[config.mk]
export PLATFORM = sky130hd
export DESIGN_NAME = alu_seq_datapath
export DESIGN_NICKNAME = d
export VERILOG_FILES = /design/src/rtl/alu_seq_datapath.sv
export SDC_FILE = /design/constraint.sdc
export NUM_CORES = 1
export LEC_CHECK = 0
export CAP_MARGIN = 20
export CORE_ASPECT_RATIO = 1.4
export CORE_MARGIN = 5
export CORE_UTILIZATION = 25
export DETAILED_ROUTE_END_ITERATION = 10
export PLACE_DENSITY_LB_ADDON = 0.12
export SLEW_MARGIN = 20
export SYNTH_ARGS = -nofsm -noshare
export SYNTH_HDL_FRONTEND = slang
export SYNTH_SLANG_ARGS = --single-unit
[constraint.sdc]
create_clock -name CLK -period 5.1 [get_ports CLK]
set_input_delay 0.765 -clock CLK [delete_from_list [all_inputs] [get_ports CLK]]
set_output_delay 0.765 -clock CLK [all_outputs]
set_load 0.05 [all_outputs]
[src/rtl/alu_seq_datapath.sv]
// Sequenced accumulator datapath: register file, ALU, post-ALU shifter and PSW; optional saturation under ALU_SAT_EN.
// Latency: accept in cycle 0, LOAD 1, EXEC 2, WB 3 (res_valid pulse); next accept possible in cycle 4.
// Backpressure: cmd_ready only in IDLE; commands offered while busy are dropped, not queued.
module alu_seq_datapath #(
    parameter int DATAWIDTH  = 8,
    parameter int REGCOUNT   = 4,
    parameter int INDEXWIDTH = 2
) (
    input  logic                  CLK,
    input  logic                  RESET_N,
    input  logic                  cmd_valid,
    output logic                  cmd_ready,
    input  logic [2:0]            cmd_alu_op,
    input  logic [1:0]            cmd_st_op,
    input  logic [INDEXWIDTH-1:0] cmd_ra,
    input  logic [INDEXWIDTH-1:0] cmd_rb,
    input  logic [INDEXWIDTH-1:0] cmd_rd,
    input  logic [DATAWIDTH-1:0]  cmd_imm,
    input  logic                  cmd_use_imm,
    input  logic                  cmd_psw_we,
    output logic [DATAWIDTH-1:0]  res_data,
    output logic                  res_valid,
    output logic [3:0]            psw,
    output logic                  busy
);

    localparam int MSB = DATAWIDTH - 1;

    localparam logic [2:0] OP_ADD = 3'd0;
    localparam logic [2:0] OP_ADC = 3'd1;
    localparam logic [2:0] OP_SUB = 3'd2;
    localparam logic [2:0] OP_SBB = 3'd3;
    localparam logic [2:0] OP_AND = 3'd4;
    localparam logic [2:0] OP_OR  = 3'd5;
    localparam logic [2:0] OP_XOR = 3'd6;

    localparam logic [1:0] SH_SHL = 2'd1;
    localparam logic [1:0] SH_SHR = 2'd2;
    localparam logic [1:0] SH_ROR = 2'd3;

    typedef enum logic [1:0] {ST_IDLE, ST_LOAD, ST_EXEC, ST_WB} state_t;

    state_t state_q, state_d;

    logic [2:0]            op_q;
    logic [1:0]            st_q;
    logic [INDEXWIDTH-1:0] ra_q, rb_q, rd_q;
    logic [DATAWIDTH-1:0]  imm_q;
    logic                  use_imm_q;
    logic                  psw_we_q;

    logic [DATAWIDTH-1:0]  rf [REGCOUNT];
    logic [DATAWIDTH-1:0]  a_q, b_q, s_q, res_q;
    logic [3:0]            psw_q;

    logic                  accept;
    logic [DATAWIDTH:0]    a_ext, b_ext, c_ext, sum_ext, dif_ext;
    logic [DATAWIDTH-1:0]  alu_f, sh_f;
    logic                  alu_c, alu_v, sh_c;
    logic [3:0]            psw_nxt;

    assign accept    = cmd_valid && cmd_ready;
    assign cmd_ready = (state_q == ST_IDLE) && RESET_N;
    assign busy      = (state_q != ST_IDLE);
    assign res_valid = (state_q == ST_WB);
    assign res_data  = res_q;
    assign psw       = psw_q;

    always_ff @(posedge CLK or negedge RESET_N) begin
        if (!RESET_N) begin
            state_q <= ST_IDLE;
        end else begin
            state_q <= state_d;
        end
    end

    always_comb begin
        state_d = state_q;
        case (state_q)
            ST_IDLE: if (accept) state_d = ST_LOAD;
            ST_LOAD: state_d = ST_EXEC;
            ST_EXEC: state_d = ST_WB;
            ST_WB:   state_d = ST_IDLE;
            default: state_d = ST_IDLE;
        endcase
    end

    // One extra bit holds carry-out (add) or borrow (subtract); carry-in comes from the held PSW.C.
    assign a_ext   = {1'b0, a_q};
    assign b_ext   = {1'b0, b_q};
    assign c_ext   = {{DATAWIDTH{1'b0}}, psw_q[0]};
    assign sum_ext = a_ext + b_ext + ((op_q == OP_ADC) ? c_ext : '0);
    assign dif_ext = a_ext - b_ext - ((op_q == OP_SBB) ? c_ext : '0);

    always_comb begin
        alu_f = '0;
        alu_c = 1'b0;
        alu_v = 1'b0;
        case (op_q)
            OP_ADD, OP_ADC: begin
                alu_f = sum_ext[MSB:0];
                alu_c = sum_ext[DATAWIDTH];
                alu_v = (a_q[MSB] == b_q[MSB]) && (alu_f[MSB] != a_q[MSB]);
`ifdef ALU_SAT_EN
                if (alu_c) begin
                    alu_f = '1;
                    alu_v = 1'b0;
                end
`endif
            end
            OP_SUB, OP_SBB: begin
                alu_f = dif_ext[MSB:0];
                alu_c = dif_ext[DATAWIDTH];
                alu_v = (a_q[MSB] != b_q[MSB]) && (alu_f[MSB] != a_q[MSB]);
`ifdef ALU_SAT_EN
                if (alu_c) begin
                    alu_f = '0;
                    alu_v = 1'b0;
                end
`endif
            end
            OP_AND:  alu_f = a_q & b_q;
            OP_OR:   alu_f = a_q | b_q;
            OP_XOR:  alu_f = a_q ^ b_q;
            default: alu_f = b_q;
        endcase
    end

    always_comb begin
        sh_f = alu_f;
        sh_c = alu_c;
        case (st_q)
            SH_SHL: begin
                sh_f = {alu_f[MSB-1:0], 1'b0};
                sh_c = alu_f[MSB];
            end
            SH_SHR: begin
                sh_f = {1'b0, alu_f[MSB:1]};
                sh_c = alu_f[0];
            end
            SH_ROR: begin
                sh_f = {alu_f[0], alu_f[MSB:1]};
                sh_c = alu_f[0];
            end
            default: ;
        endcase
    end

    // V always comes from the ALU; N and Z from the final shifted value.
    assign psw_nxt = {alu_v, sh_f[MSB], (sh_f == '0), sh_c};

    always_ff @(posedge CLK or negedge RESET_N) begin
        if (!RESET_N) begin
            op_q      <= '0;
            st_q      <= '0;
            ra_q      <= '0;
            rb_q      <= '0;
            rd_q      <= '0;
            imm_q     <= '0;
            use_imm_q <= 1'b0;
            psw_we_q  <= 1'b0;
            a_q       <= '0;
            b_q       <= '0;
            s_q       <= '0;
            res_q     <= '0;
            psw_q     <= '0;
            for (int i = 0; i < REGCOUNT; i++) begin
                rf[i] <= '0;
            end
        end else begin
            if (accept) begin
                op_q      <= cmd_alu_op;
                st_q      <= cmd_st_op;
                ra_q      <= cmd_ra;
                rb_q      <= cmd_rb;
                rd_q      <= cmd_rd;
                imm_q     <= cmd_imm;
                use_imm_q <= cmd_use_imm;
                psw_we_q  <= cmd_psw_we;
            end
            case (state_q)
                ST_LOAD: begin
                    a_q <= rf[ra_q];
                    b_q <= use_imm_q ? imm_q : rf[rb_q];
                end
                ST_EXEC: begin
                    // res_data changes together with S so the WB-cycle pulse carries the new value.
                    s_q   <= sh_f;
                    res_q <= sh_f;
                    if (psw_we_q) psw_q <= psw_nxt;
                end
                ST_WB: rf[rd_q] <= s_q;
                default: ;
            endcase
        end
    end

endmodule

==> qor.yml, run 1 <==
status: "completed"
syn_area_per_cell_um2: 10.9
cp.arrival_ps: 3980
clock_sinks: 83
multi_input_area_um2: 3040
post-route-drc-count: 0
nets: 586
period_minus_slack_ps: 3740
routabilityCongestion: 0.839
setup_violations: 0
rows: 63
vias_per_cell: 4.95
max_clock_freq_mhz: 268
tightest_slew_ps: 847
crit_path_max_fanout: 18
fin_skew_ps: 9.39
grt_max_degree: 47
synth_edf_count: 0
io_pins: 39
initial_core_util_pct: 25.4
rsz0062_at_grt: "false"
max_cap_violations: 0
cts_htree_levels: 3
drt_iter0_drc: 199
grt-ovfl-total: 0
hold_viol: 0
yosysWarnings: 0
synth_top_cell_by_area: "dfrtp_1"
timing.slew.headroom_pct: 43.3
dr.pass1.iters: 4
yosysSeqAreaShare_pct: 38.6
fillers: 2140
hp-class: "input port to asynchronous set/reset pin"
drive_gt1_share_pct: 22.0
worstSetupPathType: "register to register"
coreArea_um2: 21200
ctsHoldBuffers: 0
synthDistinctLibCells: 68
end_kind: "register"
post_cts_buffers: 0
finalCritPeriodShare_pct: 73.3
syn_inst: 492
yosysTopAreaCellShare_pct: 38.6
worst_setup_path_start_kind: "register"
grt_pass1_wl_mm: 23.6
cts_tree: "yes"
synthArstFlopShare_pct: 100
cts_resized: 0
wire_per_inst_um: 18.8
synth_area_leaders: "dfrtp_1 (39%), mux2_2 (12%), ha_1 (8.1%)"
clk_pin_slew_ps: 70
synth_area_um2: 5390
report.final.slew_viol_count: 0
dp_hpwl_mm: 11.5
antenna_found_initial: 0
ys_ff_latch: 83
synthFlopType: "dfrtp_1"
postRouteWirelength_mm: 14.8
n_antenna_cell: 0
ctsRootBufferMaster: "clkbuf_16"
syn_nets: 555
vias: 3904
io_buffers: 38
grtUsageTotal_pct: 12.5
finalSetupTns_ps: 0
required_ps: 5340
die_area_um2: 24600
cts_buffers: 9
fp.dieW_um: 134
antenna_left: 0
mostFrequentLayoutCells: "dfrtp_1 (83), mux2_2 (58), clkdlybuf4s50_1 (37), inv_1 (36)"
clk_latency_ps: 350
dieHeight_um: 184
mostFrequentLayoutCell: "dfrtp_1"
clockBufferDepth: 2
regArea_um2: 2080
grt_pass1_vias: 3905
syn_to_final_growth_pct: 17.2
-- worst max-delay path: stages (launching register included) --
cell	delay [ps]
dfrtp_1	790
and4_1	310
fa_1	440
ha_1	210
o21ai_0	360
a211o_2	250
and4bb_1	230
a211oi_2	310
a211oi_2	180
and2_1	200
o41ai_2	330
-- sequential cells by signal, indices dropped and copies added, names as in the netlist, 3 cells and up --
name      flops
rf           32
a_q           8
b_q           8
imm_q         8
res_data      8
psw           4
op_q          3
-- kinds of logic (layout without fill, tap and decap cells) --
logic type      Yosys count  in the layout  share of synthesized area, %
buf+inv                  61             97                          4.95
fa+ha+maj                39             39                          9.62
simple gates            112            112                          10.7
mux                      88             88                          21.9
flops                    83             83                          38.6
xor+xnor                 10             10                          1.63
compound gates           99             99                          12.7
-- per-layer routing --
metal	track usage [%]	part of all wire (%)	vias up
met5	0	0	-
met1	14.7	41	1996
met2	23.2	55	46
met3	1.62	1.8	20
li1	-	-	1842
met4	4.40	2.2	0
-- cell usage after synthesis (8+ instances only) --
library cell / n
o21ai_0: 26
mux4_2: 18
clkbuf_1: 15
nand2_1: 27
nor2_1: 35
a21oi_1: 21
ha_1: 35
dfrtp_1: 83
inv_1: 36
nor3_1: 8
mux2i_1: 12
mux2_2: 58
-- metrics by stage --
step	instances	utilization [%]	instance area, um^2	hold slack (ps)	setup slack [ps]
2_1_floorplan	492	-	5390	469	1570
3_3_place_gp	772	28.3	6010	469	1410
3_5_place_dp	772	28.3	6010	478	1380
4_1_cts	788	29.8	6310	404	1350
5_1_grt	788	29.8	6310	436	999
6_report	788	29.8	6310	382	1360
-- area by class of cell --
type                    instances  share of cell area (%)
well taps                     260                    5.15
repair buffers                 44                    6.70
inverters                      37                    2.24
flip-flops and latches         83                    32.9
multi-input cells             348                    48.2
clock inverters                 6                    1.03
clock buffers                  10                    3.79
-- final timing paths --
| kind | startpoint | end | slack, ps | cells after the start |
|---|---|---|---|---|
| max in group asynchronous | RESET_N | op_q[1] | 3640 | 2 |
| hold / removal | RESET_N | ra_q[1] | 380 | 1 |
| min in group CLK | psw[3] | psw[3] | 490 | 2 |
| hold reg to reg | psw[3] | psw[3] | 490 | 2 |
| setup / recovery | op_q[0] | psw[1] | 1360 | 10 |
| setup reg to reg | op_q[0] | psw[1] | 1360 | 10 |
Power of run 1 is not shown: default switching activity piles up to over one toggle a cycle in this logic, so the estimate is an artifact.
==> run 2: changes to the inputs <==
- clock period: 5.1 -> 3.6 ns (I/O delays scaled with it)
==> run 2 against run 1 <==
  * Sequential cell count is the same
  * Register-to-register slack worse by 1200 ps
  * Sequential share of layout area decreased by 0.25 points
  * Worst hold slack worse by 77 ps
  * Die area unchanged
  * Non-clock buffer count up 4
  * Critical endpoint unchanged
  * Global-route usage rose by 0.081 points
  * Clock skew is essentially flat
  * First-iteration DRC count down 9.5%
  * Clock-buffer cell count is 2 higher
  * Critical path depth up 1
  * Routed wire length grew 1.8%
==> qor.yml, run 2 (synthesis results as in run 1) <==
status: "completed"
postRouteWirelength_mm: 15.1
vias: 3884
grt_pass1_vias: 4078
place_area_um2: 6040
grt_max_degree: 49
mostFrequentLayoutCell: "dfrtp_1"
required_ps: 3840
fin_skew_ps: 9.52
finalCritPeriodShare_pct: 94.5
dr.pass1.iters: 4
die_area_um2: 24600
ctsHoldBuffers: 0
dp_hpwl_mm: 11.7
cts_resized: 0
n_antenna_cell: 0
rows: 63
tightest_slew_ps: 836
nets: 590
rsz0062_at_grt: "false"
max_flop_register: "rf"
drive_gt1_share_pct: 22.6
wire_per_inst_um: 19.0
end_kind: "register"
coreArea_um2: 21200
io_pins: 39
report.final.slew_viol_count: 0
clockBufferDepth: 2
post_cts_buffers: 0
mostFrequentLayoutCells: "dfrtp_1 (83), mux2_2 (58), clkdlybuf4s50_1 (37), inv_1 (36)"
grt-ovfl-total: 0
routabilityCongestion: 0.819
post-route-drc-count: 0
drt_iter0_drc: 180
cts_htree_levels: 3
initial_core_util_pct: 25.4
clock_sinks: 83
ctsRootBufferMaster: "clkbuf_16"
worst_setup_path_start_kind: "register"
hp-class: "input port to asynchronous set/reset pin"
dieHeight_um: 184
cp.arrival_ps: 3640
antenna_left: 0
clk_pin_slew_ps: 70
worstSetupPathType: "register to register"
timing.slew.headroom_pct: 44.0
cts_buffers: 9
grt_pass1_wl_mm: 23.8
io_buffers: 38
r2r_cells: 11
finalSetupTns_ps: 0
max_clock_freq_mhz: 294
vias_per_cell: 4.90
setup_violations: 0
fp.dieW_um: 134
max_cap_violations: 0
grtUsageTotal_pct: 12.6
antenna_found_initial: 0
hold_viol: 0
design_area_um2: 6360
largest_reg_flops: 32
syn_to_final_growth_pct: 18.1
cts_tree: "yes"
crit_path_max_fanout: 7
period_minus_slack_ps: 3400
clk_latency_ps: 340
run 2: metal layers:
| layer | vias up | GRT usage, % | wire length (um) |
|---|---|---|---|
| met5 | - | 0 | 0 |
| met4 | 0 | 3.87 | 291 |
| met3 | 15 | 1.70 | 213 |
| met2 | 52 | 24.3 | 8430 |
| met1 | 1961 | 14.2 | 6120 |
| li1 | 1856 | - | - |
run 2: final timing paths:
kind	slack (ps)	startpoint	endpoint
max reg2reg	200	op_q[2]	psw[1]
min	300	RESET_N	imm_q[5]
max	200	op_q[2]	psw[1]
min in group CLK	510	imm_q[4]	imm_q[4]
min reg2reg	510	imm_q[4]	imm_q[4]
max in group asynchronous	2240	RESET_N	b_q[2]
run 2: final cells by class:
type	instances	area, um^2
Tap cell	260	325
Timing Repair Buffer	48	453
Clock inverter	4	56.3
Inverter	37	141
Multi-Input combinational cell	348	3040
Sequential cell	83	2080
Clock buffer	12	267
Fill cell	2145	14800
run 2: critical path, stage by stage, from the launching register on:
cell and delay, ps:
dfrtp_1 400, buf_4 170, nor4b_1 420, fa_1 320, inv_1 70, fa_1 440, xnor2_1 170, a221oi_1 580
nor2_1 120, nor3_1 200, o21bai_1 110, o41ai_2 310
run 2: stage by stage:
step	hold slack, ps	utilization [%]	cells	setup slack (ps)
after floorplan	244	-	492	65.2
after global placement	489	28.5	776	288
after detailed placement	495	28.5	776	256
after CTS	339	30.0	792	231
after global routing	356	30.0	792	44.0
final	304	30.0	792	198
Power of run 2 is left out for the same reason.
==> run 3: changes to the inputs <==
- CTS_BUF_LIST: default -> sky130_fd_sc_hd__clkbuf_16
==> run 3 against run 2 <==
  * Worst setup slack better by 4.4 ps
  * Global-route usage unchanged
  * Cell area down 0.47%
  * Final cell count did not move
  * Via count hardly changed
  * Die area stayed put
  * Clock-buffer cell count decreased by 3
  * Critical path depth stayed put
  * Register-to-register slack about the same
  * Core utilization shrank 0.14 points
  * First-iteration DRC count increased by 0.56%
  * Sequential cell count unchanged
  * Largest cell class unchanged
==> qor.yml, run 3 (synthesis results as in run 1) <==
dieHeight_um: 184
cts_tree: "yes"
dp_hpwl_mm: 11.7
max_flop_register: "rf"
cp.arrival_ps: 3640
finalCritPeriodShare_pct: 94.4
tightest_slew_ps: 831
end_kind: "register"
wire_per_inst_um: 19.0
vias_per_cell: 4.91
hold_viol: 0
coreArea_um2: 21200
rows: 63
fin_skew_ps: 9.10
io_pins: 39
nets: 590
crit_start: "op_q[2]"
clockBufferDepth: 2
grtUsageTotal_pct: 12.6
post_cts_buffers: 0
initial_core_util_pct: 25.4
antenna_left: 0
max_cap_violations: 0
drive_gt1_share_pct: 22.0
cts_resized: 0
r2r-end: "psw[1]"
syn_to_final_growth_pct: 17.6
crit_path_max_fanout: 7
largest_reg_flops: 32
mostFrequentLayoutCells: "dfrtp_1 (83), mux2_2 (58), clkdlybuf4s50_1 (37), inv_1 (36)"
clk_latency_ps: 340
hp-class: "input port to asynchronous set/reset pin"
drt_iter0_drc: 181
clk_pin_slew_ps: 70
grt_pass1_vias: 4078
max_clock_freq_mhz: 294
report.final.slew_viol_count: 0
io_buffers: 38
finalSetupTns_ps: 0
status: "completed"
timing.slew.headroom_pct: 44.3
r2r_setup_slack_ps: 200
dr.pass1.iters: 4
routabilityCongestion: 0.819
antenna_found_initial: 0
cts_htree_levels: 3
grt-ovfl-total: 0
die_area_um2: 24600
post-route-drc-count: 0
grt_pass1_wl_mm: 23.8
period_minus_slack_ps: 3400
fillers: 2149
worst_setup_path_start_kind: "register"
cp-endpoint: "psw[1]"
mostFrequentLayoutCell: "dfrtp_1"
setup_violations: 0
worstSetupPathType: "register to register"
ctsHoldBuffers: 0
n_antenna_cell: 0
clock_sinks: 83
required_ps: 3840
fp.dieW_um: 134
vias: 3886
postRouteWirelength_mm: 15.1
grt_max_degree: 49
cts_buffers: 9
reg2reg_from: "op_q[2]"
rsz0062_at_grt: "false"
ctsRootBufferMaster: "clkbuf_16"
r2r_cells: 11
run 3: changes by cell type in the layout (fill, tap and decap cells not counted):
cell / delta
clkbuf_8: -3
clkinv_1: +3
run 3: how the worst min path moves through the flow:
stage	start	slack (ps)	endpoint
global route	RESET_N	360	imm_q[5]
floorplan	RESET_N	240	a_q[0]
finish	RESET_N	310	imm_q[5]
global placement	imm_q[4]	490	imm_q[4]
detailed placement	imm_q[4]	500	imm_q[4]
CTS	RESET_N	340	rf[30]
run 3: final cells by class:
| class | count | area (um^2) | area share [%] |
|---|---|---|---|
| Multi-Input combinational cell | 348 | 3040 | 48.1 |
| Sequential cell | 83 | 2080 | 32.8 |
| Timing Repair Buffer | 48 | 453 | 7.15 |
| Tap cell | 260 | 325 | 5.14 |
| Clock buffer | 9 | 225 | 3.56 |
| Inverter | 37 | 141 | 2.23 |
| Clock inverter | 7 | 67.6 | 1.07 |
run 3: routing by layer:
metal  global-route usage, %  share of wire (%)  up-vias
li1                        -                  -     1852
met1                    14.2                 41     1962
met2                    24.3                 56       57
met3                    1.70                1.5       15
met4                    3.87                1.9        0
met5                       0                  0        -
run 3: worst max-delay path, stage by stage, from the launching register on:
cell and delay, ps:
dfrtp_1 400, buf_4 170, nor4b_1 410, fa_1 320, inv_1 70, fa_1 440
xnor2_1 170, a221oi_1 580, nor2_1 120, nor3_1 200, o21bai_1 110, o41ai_2 310
run 3: through the flow:
stage / hold slack, ps / area (um^2) / instances / utilization, % / worst slack (ps)
floorplan: 244 / 5390 / 492 / - / 65.2
global placement: 489 / 6040 / 776 / 28.5 / 288
detailed placement: 495 / 6040 / 776 / 28.5 / 256
CTS: 340 / 6330 / 792 / 29.9 / 231
global route: 357 / 6330 / 792 / 29.9 / 44.0
finish: 306 / 6330 / 792 / 29.9 / 202
Power of run 3 is left out for the same reason.
